<file path="config.mk">
export PLATFORM = sky130hd
export DESIGN_NAME = ad_line_fifo
export DESIGN_NICKNAME = d
export VERILOG_FILES = /design/src/rtl/ad_line_fifo.sv
export SDC_FILE = /design/constraint.sdc
export NUM_CORES = 1
export LEC_CHECK = 0
export ABC_AREA = 1
export CORE_ASPECT_RATIO = 1.1
export CORE_UTILIZATION = 60
export DETAILED_ROUTE_END_ITERATION = 6
export GPL_ROUTABILITY_DRIVEN = 0
export PLACE_DENSITY = 0.88
export RECOVER_POWER = 25
export REMOVE_ABC_BUFFERS = 1
export SYNTH_ARGS = -nofsm -noshare
export SYNTH_HDL_FRONTEND = slang
export SYNTH_SLANG_ARGS = --single-unit
export TNS_END_PERCENT = 100
</file>
<file path="constraint.sdc">
create_clock -name adclk -period 8.16 [get_ports adclk]
set_clock_uncertainty 0.1 [all_clocks]
set_input_delay 1.632 -clock adclk [delete_from_list [all_inputs] [get_ports adclk]]
set_output_delay 1.632 -clock adclk [all_outputs]
set_load 0.05 [all_outputs]
</file>
<file path="src/rtl/ad_line_fifo.sv">
// Line recovery + FWFT pixel FIFO: tags SOF/EOL from idle gaps, drops to next frame on overflow.
// Latency: >=2 clocks inde->out_valid; backpressure via out_ready, upstream overflow is sticky.
// Optional AD_LINE_STATS_EN adds line_width/frame_height statistics.
module ad_line_fifo #(
    parameter int DEPTH = 16,
    parameter int GAP   = 16,
    parameter int XW    = 11,
    parameter int YW    = 11
) (
    input  logic          adclk,
    input  logic          adrstn,
    input  logic          inde,
    input  logic [24:0]   indat,
    output logic          out_valid,
    input  logic          out_ready,
    output logic [23:0]   out_dat,
    output logic          out_sof,
    output logic          out_eol,
    output logic          overflow,
    input  logic          clr_ovf
`ifdef AD_LINE_STATS_EN
    ,
    output logic [XW-1:0] line_width,
    output logic [YW-1:0] frame_height
`endif
);

    localparam int AW = $clog2(DEPTH);
    localparam logic [7:0] GAP_C = 8'(GAP);
    localparam logic [AW:0] FULL_C = (AW+1)'(DEPTH);

    typedef enum logic [1:0] {S_IDLE, S_RUN, S_DROP} state_t;

    state_t        state_q, state_d;
    logic          stg_vld_q, stg_vld_d;
    logic [24:0]   stg_q, stg_d;
    logic [7:0]    gap_q, gap_d;
    logic [25:0]   mem_q [DEPTH];
    logic [AW-1:0] wr_q, rd_q;
    logic [AW:0]   cnt_q;
    logic          ovf_q;
    logic          take, push, push_ok, pop, ovf_set;
    logic [25:0]   push_dat, head;

    assign head      = mem_q[rd_q];
    assign out_valid = (cnt_q != '0);
    assign out_dat   = out_valid ? head[23:0] : 24'd0;
    assign out_sof   = out_valid & head[25];
    assign out_eol   = out_valid & head[24];
    assign overflow  = ovf_q;
    assign pop       = out_valid && out_ready;
    assign push_ok   = push && !ovf_set;

    always_comb begin
        state_d   = state_q;
        stg_vld_d = stg_vld_q;
        stg_d     = stg_q;
        push      = 1'b0;
        push_dat  = '0;
        ovf_set   = 1'b0;
        take      = inde && (state_q == S_RUN || indat[24]);
        if (inde)
            gap_d = 8'd0;
        else if (gap_q != GAP_C)
            gap_d = gap_q + 8'd1;
        else
            gap_d = gap_q;

        if (take) begin
            // A new SOF closes the previous line even without an idle gap.
            push      = stg_vld_q;
            push_dat  = {stg_q[24], indat[24], stg_q[23:0]};
            stg_vld_d = 1'b1;
            stg_d     = indat;
            state_d   = S_RUN;
        end else if (!inde && stg_vld_q && gap_q == GAP_C - 8'd1) begin
            push      = 1'b1;
            push_dat  = {stg_q[24], 1'b1, stg_q[23:0]};
            stg_vld_d = 1'b0;
        end

        if (push && cnt_q == FULL_C && !pop) begin
            ovf_set   = 1'b1;
            stg_vld_d = 1'b0;
            state_d   = S_DROP;
        end
    end

    always_ff @(posedge adclk or negedge adrstn) begin
        if (!adrstn) begin
            state_q   <= S_IDLE;
            stg_vld_q <= 1'b0;
            stg_q     <= '0;
            gap_q     <= '0;
            wr_q      <= '0;
            rd_q      <= '0;
            cnt_q     <= '0;
            ovf_q     <= 1'b0;
        end else begin
            state_q   <= state_d;
            stg_vld_q <= stg_vld_d;
            stg_q     <= stg_d;
            gap_q     <= gap_d;
            if (push_ok) wr_q <= wr_q + 1'b1;
            if (pop)     rd_q <= rd_q + 1'b1;
            cnt_q     <= cnt_q + (AW+1)'(push_ok) - (AW+1)'(pop);
            if (ovf_set)
                ovf_q <= 1'b1;
            else if (clr_ovf)
                ovf_q <= 1'b0;
        end
    end

    always_ff @(posedge adclk) begin
        if (push_ok) mem_q[wr_q] <= push_dat;
    end

`ifdef AD_LINE_STATS_EN
    logic [XW-1:0] x_q, lw_q;
    logic [YW-1:0] y_q, fh_q;

    assign line_width   = lw_q;
    assign frame_height = fh_q;

    always_ff @(posedge adclk or negedge adrstn) begin
        if (!adrstn) begin
            x_q  <= '0;
            y_q  <= '0;
            lw_q <= '0;
            fh_q <= '0;
        end else if (push_ok) begin
            if (push_dat[24]) begin
                x_q  <= '0;
                lw_q <= x_q + 1'b1;
            end else if (x_q != '1) begin
                x_q <= x_q + 1'b1;
            end
            if (push_dat[25]) begin
                fh_q <= y_q;
                y_q  <= push_dat[24] ? YW'(1) : '0;
            end else if (push_dat[24] && y_q != '1) begin
                y_q <= y_q + 1'b1;
            end
        end
    end
`endif

endmodule
</file>
# ---- Word level (Yosys, flattened, before mapping)
# Memories as Yosys holds them, arrays and structs flattened.
# Index checks and enable logic that the tools add are counted.
dict set report word_totals {
  ff_bits 50
  mem_bits_rw 416
  inputBits 30
  output_inout_bits 28
  elab_cells 53
  n_memories 1
}
# name words width rd rd_ports_with_merged_regs write_ports line
set memory_table {}
lappend memory_table {mem_q 16 26 1 0 1 38} ;# logic [25:0] mem_q [DEPTH];
dict set report op_classes {
  addsub 5
  eq_ne 4
  mux 17
  bitwise_logic 2
  reduce_logical 16
}
# op n
set op_table {}
lappend op_table {{26-bit two-way mux} 2}
lappend op_table {{24-bit two-way mux} 1}
lappend op_table {{8-bit two-way mux} 2}
lappend op_table {{1-bit two-way mux} 10}
lappend op_table {{4-bit by 1-bit adder with 4-bit output (second input constant)} 2}
lappend op_table {{8-bit by 1-bit adder with 8-bit output (second input constant)} 1}
lappend op_table {{8-bit by 4-bit equality test with 1-bit output (second input constant)} 1}
lappend op_table {{8-bit by 5-bit inequality test with 1-bit output (second input constant)} 1}
lappend op_table {{1-bit logical AND} 7}
lappend op_table {{2-bit nonzero test} 3}
lappend op_table {{5-bit by 1-bit adder with 5-bit output} 1}
lappend op_table {{5-bit equality test (second input constant)} 1}
lappend op_table {{5-bit nonzero test} 1}
lappend op_table {{5-bit by 1-bit subtractor with 5-bit output} 1}
lappend op_table {{2-bit two-way mux} 2}
lappend op_table {{1-bit logical NOT} 3}
lappend op_table {{3-bit nonzero test} 1}
lappend op_table {{1-bit bitwise AND} 2}
lappend op_table {{2-bit by 1-bit equality test with 1-bit output (second input constant)} 1}
lappend op_table {{1-bit logical OR} 1}

# ---- Longest topological paths before layout
dict set report depth {
  depth_word 12
  ltp_mapped 15
}

# ---- Least setup slack after synthesis
# No wires, ideal clock.
dict set report synth_path {
  path_type {input -> register}
  startpoint {input inde}
  endpoint {memory mem_q[0][0] (enable)}
  setup_ns 0.442
  t_arrival_ns 4.119
  required_ns 7.618
  setup_slack_ns 3.499
  path_stages 6
  path_buffers 1
  cell_sequence {nor2_1 -> nand4_4 -> o21ai_4 -> nand2_4 -> buf_6 -> nor3_1}
}
dict set report synth_between {
  elab_chain_cells 12
  elab_cells_between_ends 13
  cone_classes {mux: 5; reduce/logical: 8}
}
# item line
set synth_lines {}
lappend synth_lines {{start, declared} 12} ;# input logic inde,
lappend synth_lines {{1-bit logical NOT} 76} ;# end else if (!inde && stg_vld_q && gap_q == GAP_C - 8'd1) begin
lappend synth_lines {{1-bit logical AND (2 in a row)} 76}
lappend synth_lines {{1-bit two-way mux} 76}
lappend synth_lines {{1-bit two-way mux *} 69} ;# if (take) begin
lappend synth_lines {{1-bit logical AND (2 in a row)} 82} ;# if (push && cnt_q == FULL_C && !pop) begin
lappend synth_lines {{1-bit two-way mux} 82}
lappend synth_lines {{1-bit logical NOT} 52} ;# assign push_ok = push && !ovf_set;
lappend synth_lines {{1-bit logical AND *} 52}
lappend synth_lines {{1-bit two-way mux *} 115} ;# if (push_ok) mem_q[wr_q] <= push_dat;
lappend synth_lines {{1-bit two-way mux (implied by the code) *} 115}
lappend synth_lines {{end, declared} 38}
# Mark *: on every way between the ends. The rest lies on a longest branch, timed or not.

# ---- Final worst setup path
dict set report layout_path {
  startpoint {register rd_q[1]}
  endpoint {output out_dat[20]}
}
dict set report layout_between {
  elab_chain_cells 2
}
# item line
set layout_lines {}
lappend layout_lines {{start, declared} 39} ;# logic [AW-1:0] wr_q, rd_q;
lappend layout_lines {{start signal, assigned} 105} ;# if (pop) rd_q <= rd_q + 1'b1;
lappend layout_lines {{memory read 16 x 26 bit} -}
lappend layout_lines {{24-bit two-way mux} 47} ;# assign out_dat = out_valid ? head[23:0] : 24'd0;
lappend layout_lines {{end, declared} 16} ;# output logic [23:0] out_dat,
# Every way passes these cells.

==> impl_metrics.toml <==
[status]
violations = "capacitance limit, slew limit"
status = "complete, but fails checks"

[job]
maxCapViolations = 4

[finish]
finish.net_count = 1781
final_layout_size_suffix_gt1_share_pct = 7.280
syn2layout_area_growth_pct = 12.73
antenna_cells = 0

[min_path]
hp-start = "stg_q[3]"
hold_class = "reg -> reg"
worstHoldEndpoint = "stg_q[3]"
hold_depth = 2

[synthesis]
ys_ff_latch = 466
yosysTopAreaCell = "edfxtp_1"
ys_top_cells_by_area = "edfxtp_1 65%, nand2_1 12%, nand3_1 8.4%"
yosys_warnings = 0
synth_area_mm2 = 0.01923
synth.avg_cell_area_um2 = 11.42
post_synth_inst_count = 1683
ys_seq_area_share_pct = 71.48
synthDistinctLibCells = 29
yosysTopAreaCellShare_pct = 64.97

[global_route]
antenna_found_initial = 0
grt_first_pass_wirelength_um = 71960
grt_overflow = 0
grt_max_degree = 155
groute.usage.overall_pct = 28.92
grt_pass1_vias = 13180

[setup_path]
crit_type = "reg -> out"
r2r-start = "gap_q[0]"
cp.required_ns = 6.43
max_stage_delay_ns = 2.50
path_buf_inv = 2
worst-endpoint-arrival_ns = 5.56
cp-end-kind = "primary output"
crit_fanout = 62
cp_top_family = "buffers and inverters"
path_cells = "clkbuf_1 -> nand3_1 -> nand3_1 -> nand2_1 -> nand2_1 -> a21oi_1 -> clkdlybuf4s50_1"
ff2ff_setup_slack_ns = 3.02
rr_endpoint = "mem_q[13][16]"
critPathSlowestCell = "clkbuf_1"
worst-r2r-cell-count = 8
start_kind = "register"

[clock_network]
postCtsSetupBuffers = 0
cts.repair.resized = 0
cts_buffer_depth = 3
clk_latency_ns = 0.54
htree_num_levels = 2
cts_hold_buf = 0
cts-root-buf = "clkbuf_16"
clk_pin_slew_ns = 0.06
cts_tree = "yes"
cts_inserted_buffers = 43
cts.sink_count = 466

[pwr]
p_leak_nw = 8.243
vdd_drop_max_mv = 0.2181
cellPowerDensity_mw_per_mm2 = 366.5

[sta]
timing.hold.ws_ns = 0.3699
slew_headroom_pct = -132.5
fin_tns_setup_ns = 0
finalSetupViolCount = 0
fin_crit_ns = 7.291
setup_ws_ns = 0.8688
hold_violations = 0
grt_setup_unrepaired = "false"
worst_pin_slew_ns = 3.488
timing.fmax_mhz = 137.2
drv_slew = 195
post-route-period-util_pct = 89.35

[route]
vias_per_cell = 6.102
avgRoutedWirePerCell_um = 21.63
drtAntennaViolNets = 0
first_iter_violations = 2064
num_vias = 13380
drc = 0
drt_pass1_iterations = 7
wl_um = 47410

[place]
pre_cts_ws_ns = 2.317
io_buffer_count = 57
place_hpwl_um = 22900

[die]
die_x_um = 172.7
die_area_mm2 = 0.03276
start_util_pct = 61.07
placeableCoreArea_mm2 = 0.03148
fp.dieH_um = 189.7
row_count = 68
io_pins = 58
==> where the power goes <==
part | switching, mW | leakage [nW] | internal [mW]
sequential | 0.164 | 4.44 | 2.81
combinational | 2.12 | 3.11 | 0.857
clock | 0.852 | 0.696 | 1.14
==> state kept, by name (all words and copies together), names as in the netlist <==
| register | count |
|---|---|
| mem_q | 416 |
| overflow | 1 |
| stg_q | 25 |
| rd_q | 4 |
| gap_q | 8 |
| wr_q | 4 |
| cnt_q | 5 |
| stg_vld_q | 1 |
| state_q | 2 |
==> cells by family after synthesis <==
logic type / synth area share, %
fa+ha+maj: 0.8851
simple gates: 21.72
xor+xnor: 0.4556
compound gates: 2.213
flops: 71.48
buf+inv: 3.241
==> cell usage after synthesis <==
cell and count:
buf_4 5, a31oi_1 1, nor2_1 13, nand4_4 1, buf_1 10, ha_1 12, buf_6 3, nand2_4 1
xnor2_1 2, xor2_1 8, inv_2 5, o21ai_0 9, buf_2 51, a21boi_0 24, clkinv_1 1, o21ai_4 1
fa_1 1, nor2_8 1, nor3_1 19, nand2_1 625, inv_1 33, nor4_1 1, o21a_1 1, clkbuf_1 30
a21oi_1 34, nand4_1 1, dfrtp_1 50, edfxtp_1 416, nand3_1 324
==> worst min-delay path, cell delays in order, from the launching register on <==
cell and delay [ns]:
dfrtp_1 0.33, nand2_1 0.05, nand2_1 0.05
==> worst max path at each step <==
stage                   to  slack (ns)  cells past startpoint     from
2_1_floorplan  out_dat[11]       -0.59                      7  rd_q[0]
3_3_place_gp   out_dat[20]        2.42                      9  rd_q[0]
3_5_place_dp   out_dat[20]        2.32                      9  rd_q[0]
4_1_cts        out_dat[20]        1.63                      9  rd_q[0]
5_1_grt         out_dat[0]        0.73                      7  rd_q[1]
6_report       out_dat[20]        0.87                      7  rd_q[1]
==> cell usage in the layout, fill, tap and decap left out, drive strengths merged <==
cell	instances
a21boi	24
a21oi	34
a31oi	1
buf	37
bufinv	3
clkbuf	74
clkdlybuf4s50	54
clkinv	19
dfrtp	50
dlygate4sd3	2
edfxtp	416
fa	1
ha	12
inv	38
nand2	626
nand3	324
nand4	2
nor2	14
nor3	19
nor4	1
o21a	1
o21ai	10
xnor2	2
xor2	8
==> metrics by stage <==
step,cell area [um2],utilization (%),total power [mW],std cells
after detailed placement,20350,64.65,5.889,2113
final,21670,68.85,7.943,2192
after global placement,20350,64.65,5.788,2113
after floorplan,18750,-,4.999,1584
after CTS,21750,69.09,7.901,2192
after global routing,21670,68.85,8.274,2192
==> final cells by class <==
cell class,count,area (um2)
Clock inverter,21,182.7
Multi-Input combinational cell,1079,4950
Sequential cell,466,13750
Tap cell,420,525.5
Inverter,39,152.6
Fill cell,1987,9807
Timing Repair Buffer,109,895.9
Clock buffer,58,1215
==> layer usage <==
metal	vias to the layer above	part of all wire (%)	track usage, %	wire length (um)
li1	5918	-	-	-
met1	6288	35	36.56	16470
met2	995	49	48.73	23230
met3	174	12	4.876	5629
met4	0	4.4	14.57	2087
met5	-	0	0	0
Note: power is estimated with default switching activity, not from simulation.
